===== config.mk =====
export PLATFORM = sky130hd
export DESIGN_NAME = fifo_drain_66to33_flat
export DESIGN_NICKNAME = d
export VERILOG_FILES = /design/src/rtl/fifo_drain_66to33_if.sv /design/src/rtl/fifo_drain_66to33.sv /design/src/flat_wrapper.sv
export SDC_FILE = /design/constraint.sdc
export NUM_CORES = 1
export LEC_CHECK = 0
export ABC_AREA = 0
export ABC_CLOCK_PERIOD_IN_PS = 1920
export CAP_MARGIN = 20
export CORE_ASPECT_RATIO = 0.5
export CORE_MARGIN = 2
export CORE_UTILIZATION = 45
export DETAILED_ROUTE_END_ITERATION = 10
export PLACE_DENSITY = 0.77
export SYNTH_ARGS = -nofsm -noshare
export SYNTH_HDL_FRONTEND = slang
export SYNTH_SLANG_ARGS = --single-unit

===== constraint.sdc =====
create_clock -name clk -period 1.92 [get_ports clk]
set_input_delay 0.576 -clock clk [delete_from_list [all_inputs] [get_ports clk]]
set_output_delay 0.576 -clock clk [all_outputs]
set_load 0.01 [all_outputs]

===== src/rtl/fifo_drain_66to33_if.sv =====
// Handshake bundle between an upstream show-ahead FIFO, the 66-to-33 drain and its sink.
// The master side is the environment (FIFO and sink); the slave side is the drain itself.
interface fifo_drain_66to33_if #(
    parameter int unsigned DATA_W = 66,
    parameter int unsigned HALF_W = DATA_W / 2
);
    logic              fifo_empty_i;
    logic [DATA_W-1:0] fifo_rdata_i;
    logic              fifo_rden_o;
    logic              out_valid_o;
    logic              out_ready_i;
    logic [HALF_W-1:0] out_data_o;
    logic              out_last_o;
    logic              hdr_err_o;
    logic [7:0]        hdr_err_cnt_o;

    modport slave (
        input  fifo_empty_i,
        input  fifo_rdata_i,
        input  out_ready_i,
        output fifo_rden_o,
        output out_valid_o,
        output out_data_o,
        output out_last_o,
        output hdr_err_o,
        output hdr_err_cnt_o
    );

    modport master (
        output fifo_empty_i,
        output fifo_rdata_i,
        output out_ready_i,
        input  fifo_rden_o,
        input  out_valid_o,
        input  out_data_o,
        input  out_last_o,
        input  hdr_err_o,
        input  hdr_err_cnt_o
    );
endinterface


===== src/rtl/fifo_drain_66to33.sv =====
// Drains DATA_W-bit words from a show-ahead FIFO and emits each as two HALF_W-bit beats,
// high half first, with last marking the low half. Full throughput: one beat per cycle.
// Optional sync-header check (top two bits 00/11 flagged) under FIFO_DRAIN_HDR_CHECK_EN.
module fifo_drain_66to33 #(
    parameter int unsigned DATA_W = 66,
    parameter int unsigned HALF_W = DATA_W / 2
) (
    input logic                   clk,
    input logic                   reset,
    fifo_drain_66to33_if.slave    bus_io
);

    typedef enum logic [1:0] {
        StIdle   = 2'd0,
        StBeatHi = 2'd1,
        StBeatLo = 2'd2
    } state_e;

    state_e            state_q, state_d;
    logic [DATA_W-1:0] hold_q, hold_d;
    logic              pop;

    // Pop decision and next-state; pop is gated by reset so nothing is lost during reset.
    always_comb begin
        pop     = 1'b0;
        state_d = state_q;
        hold_d  = hold_q;
        if (!reset && !bus_io.fifo_empty_i) begin
            pop = (state_q == StIdle) || ((state_q == StBeatLo) && bus_io.out_ready_i);
        end
        if (pop) begin
            hold_d = bus_io.fifo_rdata_i;
        end
        unique case (state_q)
            StIdle: begin
                if (pop) state_d = StBeatHi;
            end
            StBeatHi: begin
                if (bus_io.out_ready_i) state_d = StBeatLo;
            end
            StBeatLo: begin
                if (bus_io.out_ready_i) state_d = pop ? StBeatHi : StIdle;
            end
            default: state_d = StIdle;
        endcase
    end

    // State and holding register.
    always_ff @(posedge clk) begin
        if (reset) begin
            state_q <= StIdle;
            hold_q  <= '0;
        end else begin
            state_q <= state_d;
            hold_q  <= hold_d;
        end
    end

    // Output beat selection; data is zero while idle.
    always_comb begin
        bus_io.fifo_rden_o = pop;
        bus_io.out_valid_o = 1'b0;
        bus_io.out_last_o  = 1'b0;
        bus_io.out_data_o  = '0;
        unique case (state_q)
            StBeatHi: begin
                bus_io.out_valid_o = 1'b1;
                bus_io.out_data_o  = hold_q[DATA_W-1:HALF_W];
            end
            StBeatLo: begin
                bus_io.out_valid_o = 1'b1;
                bus_io.out_last_o  = 1'b1;
                bus_io.out_data_o  = hold_q[HALF_W-1:0];
            end
            default: ;
        endcase
    end

`ifdef FIFO_DRAIN_HDR_CHECK_EN
    logic       hdr_bad;
    logic       hdr_err_q, hdr_err_d;
    logic [7:0] hdr_cnt_q, hdr_cnt_d;

    // Valid sync headers are 01 and 10; the pulse lands on the first high-beat cycle.
    always_comb begin
        hdr_bad   = bus_io.fifo_rdata_i[DATA_W-1] == bus_io.fifo_rdata_i[DATA_W-2];
        hdr_err_d = pop && hdr_bad;
        hdr_cnt_d = hdr_cnt_q;
        if (hdr_err_d && (hdr_cnt_q != 8'hFF)) begin
            hdr_cnt_d = hdr_cnt_q + 8'd1;
        end
    end

    // Header error pulse and saturating count.
    always_ff @(posedge clk) begin
        if (reset) begin
            hdr_err_q <= 1'b0;
            hdr_cnt_q <= 8'd0;
        end else begin
            hdr_err_q <= hdr_err_d;
            hdr_cnt_q <= hdr_cnt_d;
        end
    end

    assign bus_io.hdr_err_o     = hdr_err_q;
    assign bus_io.hdr_err_cnt_o = hdr_cnt_q;
`else
    assign bus_io.hdr_err_o     = 1'b0;
    assign bus_io.hdr_err_cnt_o = 8'd0;
`endif

endmodule


===== src/flat_wrapper.sv =====
// flat-port wrapper written by rule: the top's interface ports become plain ports
module fifo_drain_66to33_flat 
#(
    parameter int unsigned DATA_W = 66,
    parameter int unsigned HALF_W = DATA_W / 2
)
  (clk, reset, bus_io_fifo_empty_i, bus_io_fifo_rdata_i, bus_io_out_ready_i, bus_io_fifo_rden_o, bus_io_out_valid_o, bus_io_out_data_o, bus_io_out_last_o, bus_io_hdr_err_o, bus_io_hdr_err_cnt_o);
  fifo_drain_66to33_if #(.DATA_W(DATA_W), .HALF_W(HALF_W)) bus_io_i ();
  input logic clk;
  input logic reset;
  input wire logic [$bits(bus_io_i.fifo_empty_i)-1:0] bus_io_fifo_empty_i;
  input wire logic [$bits(bus_io_i.fifo_rdata_i)-1:0] bus_io_fifo_rdata_i;
  input wire logic [$bits(bus_io_i.out_ready_i)-1:0] bus_io_out_ready_i;
  output wire logic [$bits(bus_io_i.fifo_rden_o)-1:0] bus_io_fifo_rden_o;
  output wire logic [$bits(bus_io_i.out_valid_o)-1:0] bus_io_out_valid_o;
  output wire logic [$bits(bus_io_i.out_data_o)-1:0] bus_io_out_data_o;
  output wire logic [$bits(bus_io_i.out_last_o)-1:0] bus_io_out_last_o;
  output wire logic [$bits(bus_io_i.hdr_err_o)-1:0] bus_io_hdr_err_o;
  output wire logic [$bits(bus_io_i.hdr_err_cnt_o)-1:0] bus_io_hdr_err_cnt_o;
  assign bus_io_i.fifo_empty_i = bus_io_fifo_empty_i;
  assign bus_io_i.fifo_rdata_i = bus_io_fifo_rdata_i;
  assign bus_io_i.out_ready_i = bus_io_out_ready_i;
  assign bus_io_fifo_rden_o = bus_io_i.fifo_rden_o;
  assign bus_io_out_valid_o = bus_io_i.out_valid_o;
  assign bus_io_out_data_o = bus_io_i.out_data_o;
  assign bus_io_out_last_o = bus_io_i.out_last_o;
  assign bus_io_hdr_err_o = bus_io_i.hdr_err_o;
  assign bus_io_hdr_err_cnt_o = bus_io_i.hdr_err_cnt_o;
  fifo_drain_66to33 #(.DATA_W(DATA_W), .HALF_W(HALF_W)) u_core (.clk(clk), .reset(reset), .bus_io(bus_io_i));
endmodule

==> impl_results.md <==
* Placed Instances at 582
* Worst-path cell chain: inv_4 -> ha_4 -> buf_12 -> buf_16 -> a22oi_2 -> nor2b_4 -> buf_6
* Post-DRT Antenna Nets at 0
* FILL cells at ~560
* Number of I/O pins at around 120
* Final Non-Filler Cells at around 610
* Area of the multi-input gates at ~1900 um2
* Final min period at 2.18 ns
* Measured slew at the worst slew-check pin at around 0.74 ns
* RePlAce Congestion at 0.825
* Final Hold Viols at 0
* Hold Path Class: flop to flop
* Max Transition Viols Final at 0
* Vias in the first global route at 3294
* CTS Buf Count at 9
* Largest net degree at the start of global routing at between 60 and 70
* Starting Density at between 40 and 50%
* Die Wd at between 100 and 150 um
* Final Cycle Share at 114%
* Post-Syn Area at ~3300 um2
* Rows at 22
* Seq cells post-synth at 68
* Final WL at between 10 and 15 mm
* Setup WS pre-CTS at -0.716 ns
* YS warnings at 0
* Final net count at just under 600
* Drt wl/cell at 18.1 um
* Crit-path max cell delay at 0.37 ns
* Sequential Area at ~1400 um2
* DRC Markers at 0
* Core area at around 7200 um2
* VDD IR max at roughly 0.73 mV
* Synth-to-Final Area Change at 54.6%
* Syn_area_per_cell at 8.05 um2
* Die Area at ~8000 um2
* Drt initial violations at ~330
* Later-pin clock latency in the skew report at between 0.3 and 0.4 ns
* Clock Tree Buf Depth at 2
* Post-route setup slack at -0.263 ns
* Unrepaired setup endpoints after global routing: true
* GRT Overall Usage at a little over a quarter
* Status: finished with violations
* Post-DP HPWL at 5.55 mm
* Worst EP required at between 1 and 1.5 ns
* Failing checks: setup timing
* Crit path arrival time at about 1.6 ns
* N_diodes at 0
* Endpoints failing setup at 34
* CTS clock-pin slew for the worst setup and hold paths at ~0.050 ns
* Mapped Cells at 410
* Share of cells above drive strength 1 at roughly 28%
* Vias at ~3500
* H-tree levels at 3
* Crit path max-delay cell type: dfxtp_4
* Sink Count at ~70
* Setup TNS Final at -7.52 ns
* Slew headroom at 50.6%
* Register area share after synthesis at between 40 and 50%
* Die Y at ~65 um
* Grt total ovfl at 0
* Crit. End Element: primary output
* Final Skew at 0.00480 ns
* Root Driver: clkbuf_16
* CTS tree: yes
* Via/cell ratio at between 5 and 6
* First-pass DRT Iterations at 5
* Max-cap viol count at 0
* Lkg Pwr at approximately 1.8 nW
* Type of origin of the critical path: flop
* CP Max Fanout at 7
* Pwr Density at slightly above 900 nW/um2
* Port Buf Inserts at between 100 and 150
* Crit path kind: flop to primary output
* Initial antenna violation count at 0
* First-pass GRT wire length at around 17 mm
* Max Clock Freq at ~460 MHz
* Synth unique cells at 24
* Power Total at 4.77 mW
## through the flow
| step | hold WS [ns] | cell area, um2 | utilization (%) |
|---|---|---|---|
| floorplan | 0.454 | 3330 | - |
| global placement | 0.461 | 4390 | 60.8 |
| detailed placement | 0.466 | 4390 | 60.8 |
| CTS | 0.474 | 4990 | 69.2 |
| global route | 0.506 | 5100 | 70.8 |
| finish | 0.485 | 5100 | 70.8 |
## placed cells by master, fill, tap and decap left out
master | synthesis | final
a21oi_1 | 66 | 66
or2_4 | 1 | 1
a21oi_2 | 1 | 1
buf_8 | 0 | 3
clkinv_2 | 0 | 5
a22oi_2 | 0 | 33
nor2b_4 | 0 | 8
dfxtp_1 | 68 | 66
o21ai_0 | 46 | 46
ha_4 | 0 | 3
clkbuf_16 | 0 | 11
nand3_1 | 66 | 66
bufinv_16 | 0 | 1
buf_4 | 14 | 10
o21ai_1 | 20 | 20
inv_1 | 3 | 1
buf_12 | 0 | 9
buf_6 | 6 | 13
mux2i_1 | 1 | 1
nor2_2 | 1 | 1
clkbuf_1 | 26 | 1
inv_4 | 0 | 2
nand2_1 | 3 | 3
o21ba_2 | 1 | 1
dfxtp_4 | 0 | 2
a21o_2 | 1 | 1
buf_16 | 0 | 3
conb_1 | 1 | 9
a21oi_4 | 1 | 1
nor2_4 | 0 | 1
nor2b_2 | 0 | 5
nor2_1 | 2 | 1
dlygate4sd2_1 | 0 | 1
buf_2 | 10 | 27
o2bb2ai_1 | 1 | 1
clkdlybuf4s50_1 | 0 | 67
nor2b_1 | 33 | 20
ha_1 | 5 | 2
## final timing paths
path,depth (start not counted),start,endpoint,slack [ns]
setup / recovery,7,u_core.state_q[0]$_SDFFE_PP0P_,bus_io_out_data_o[22],-0.26
hold / removal,2,u_core.hold_q[60]$_SDFFE_PP0P_,u_core.hold_q[60]$_SDFFE_PP0P_,0.49
setup reg to reg,8,u_core.state_q[0]$_SDFFE_PP0P_,u_core.hold_q[59]$_SDFFE_PP0P_,0.11
hold reg to reg,2,u_core.hold_q[60]$_SDFFE_PP0P_,u_core.hold_q[60]$_SDFFE_PP0P_,0.49
## cell type report
| type | instances | share of cell area [%] |
|---|---|---|
| Inverter | 3 | 0.319 |
| Clock inverter | 6 | 1.08 |
| Sequential cell | 68 | 26.8 |
| Tap cell | 96 | 2.35 |
| Timing Repair Buffer | 135 | 27.3 |
| Multi-Input combinational cell | 291 | 37.6 |
| Clock buffer | 10 | 4.49 |
## cell families (layout without fill, tap and decap cells)
kind of cell,after synthesis,after routing,synth area share [%]
AO/OA/AOI/OAI,170,170,29.1
AND/OR/NAND/NOR,106,106,17.3
adder cells (fa/ha/maj),5,5,1.90
other,1,9,0.114
multiplexers,1,1,0.303
flip-flops,68,68,41.2
buffers and inverters,59,154,10.0
## synth_stat cells
cell type | number | area, um2
mux2i_1 | 1 | 10.0
a21o_2 | 1 | 8.76
a21oi_2 | 1 | 8.76
ha_1 | 5 | 62.6
a21oi_1 | 66 | 330
o21ba_2 | 1 | 10.0
nor2_1 | 2 | 7.51
nor2b_1 | 33 | 206
nand2_1 | 3 | 11.3
o21ai_1 | 20 | 100
nor2_2 | 1 | 6.26
conb_1 | 1 | 3.75
inv_1 | 3 | 11.3
a21oi_4 | 1 | 16.3
dfxtp_1 | 68 | 1360
nand3_1 | 66 | 330
or2_4 | 1 | 8.76
buf_4 | 14 | 105
a22oi_1 | 33 | 248
clkbuf_1 | 26 | 97.6
o21ai_0 | 46 | 230
buf_2 | 10 | 50.1
o2bb2ai_1 | 1 | 8.76
buf_6 | 6 | 67.6
## what timing repair did
action,CTS,global route
pin swaps,27,12
buffers inserted,5,0
endpoints found under the hold margin,0,0
cloned,5,3
setup endpoints to repair,40,44
hold buffers,0,0
resized for setup,214,21
## power by group
part	internal [mW]	switching, mW	leakage [nW]	total (mW)
Sequential	1.52	0.0770	0.556	1.60
Combinational	0.755	0.825	1.07	1.58
Clock	0.992	0.600	0.146	1.59
Total	3.27	1.50	1.77	4.77
## layer usage
layer  track usage (%)  routed length, um  vias up
met5                 0                  0        -
met4              10.1                144        0
met3              6.19                601       16
met2              43.6               5310      137
met1              33.9               4970     1737
li1                  -                  -     1652
## state kept, by name (all words and copies together) (netlist names)
signal,flops
u_core.hold_q,66
u_core.state_q,2
## worst max-delay path, delay by kind of cell (launching register included)
kind,cells,cell delay (ns)
AO/OA/AOI/OAI,1,0.21
adder cells (fa/ha/maj),1,0.18
buffers and inverters,4,0.45
flip-flops,1,0.37
AND/OR/NAND/NOR,1,0.07
No activity file was read; power rests on OpenSTA's default activity.
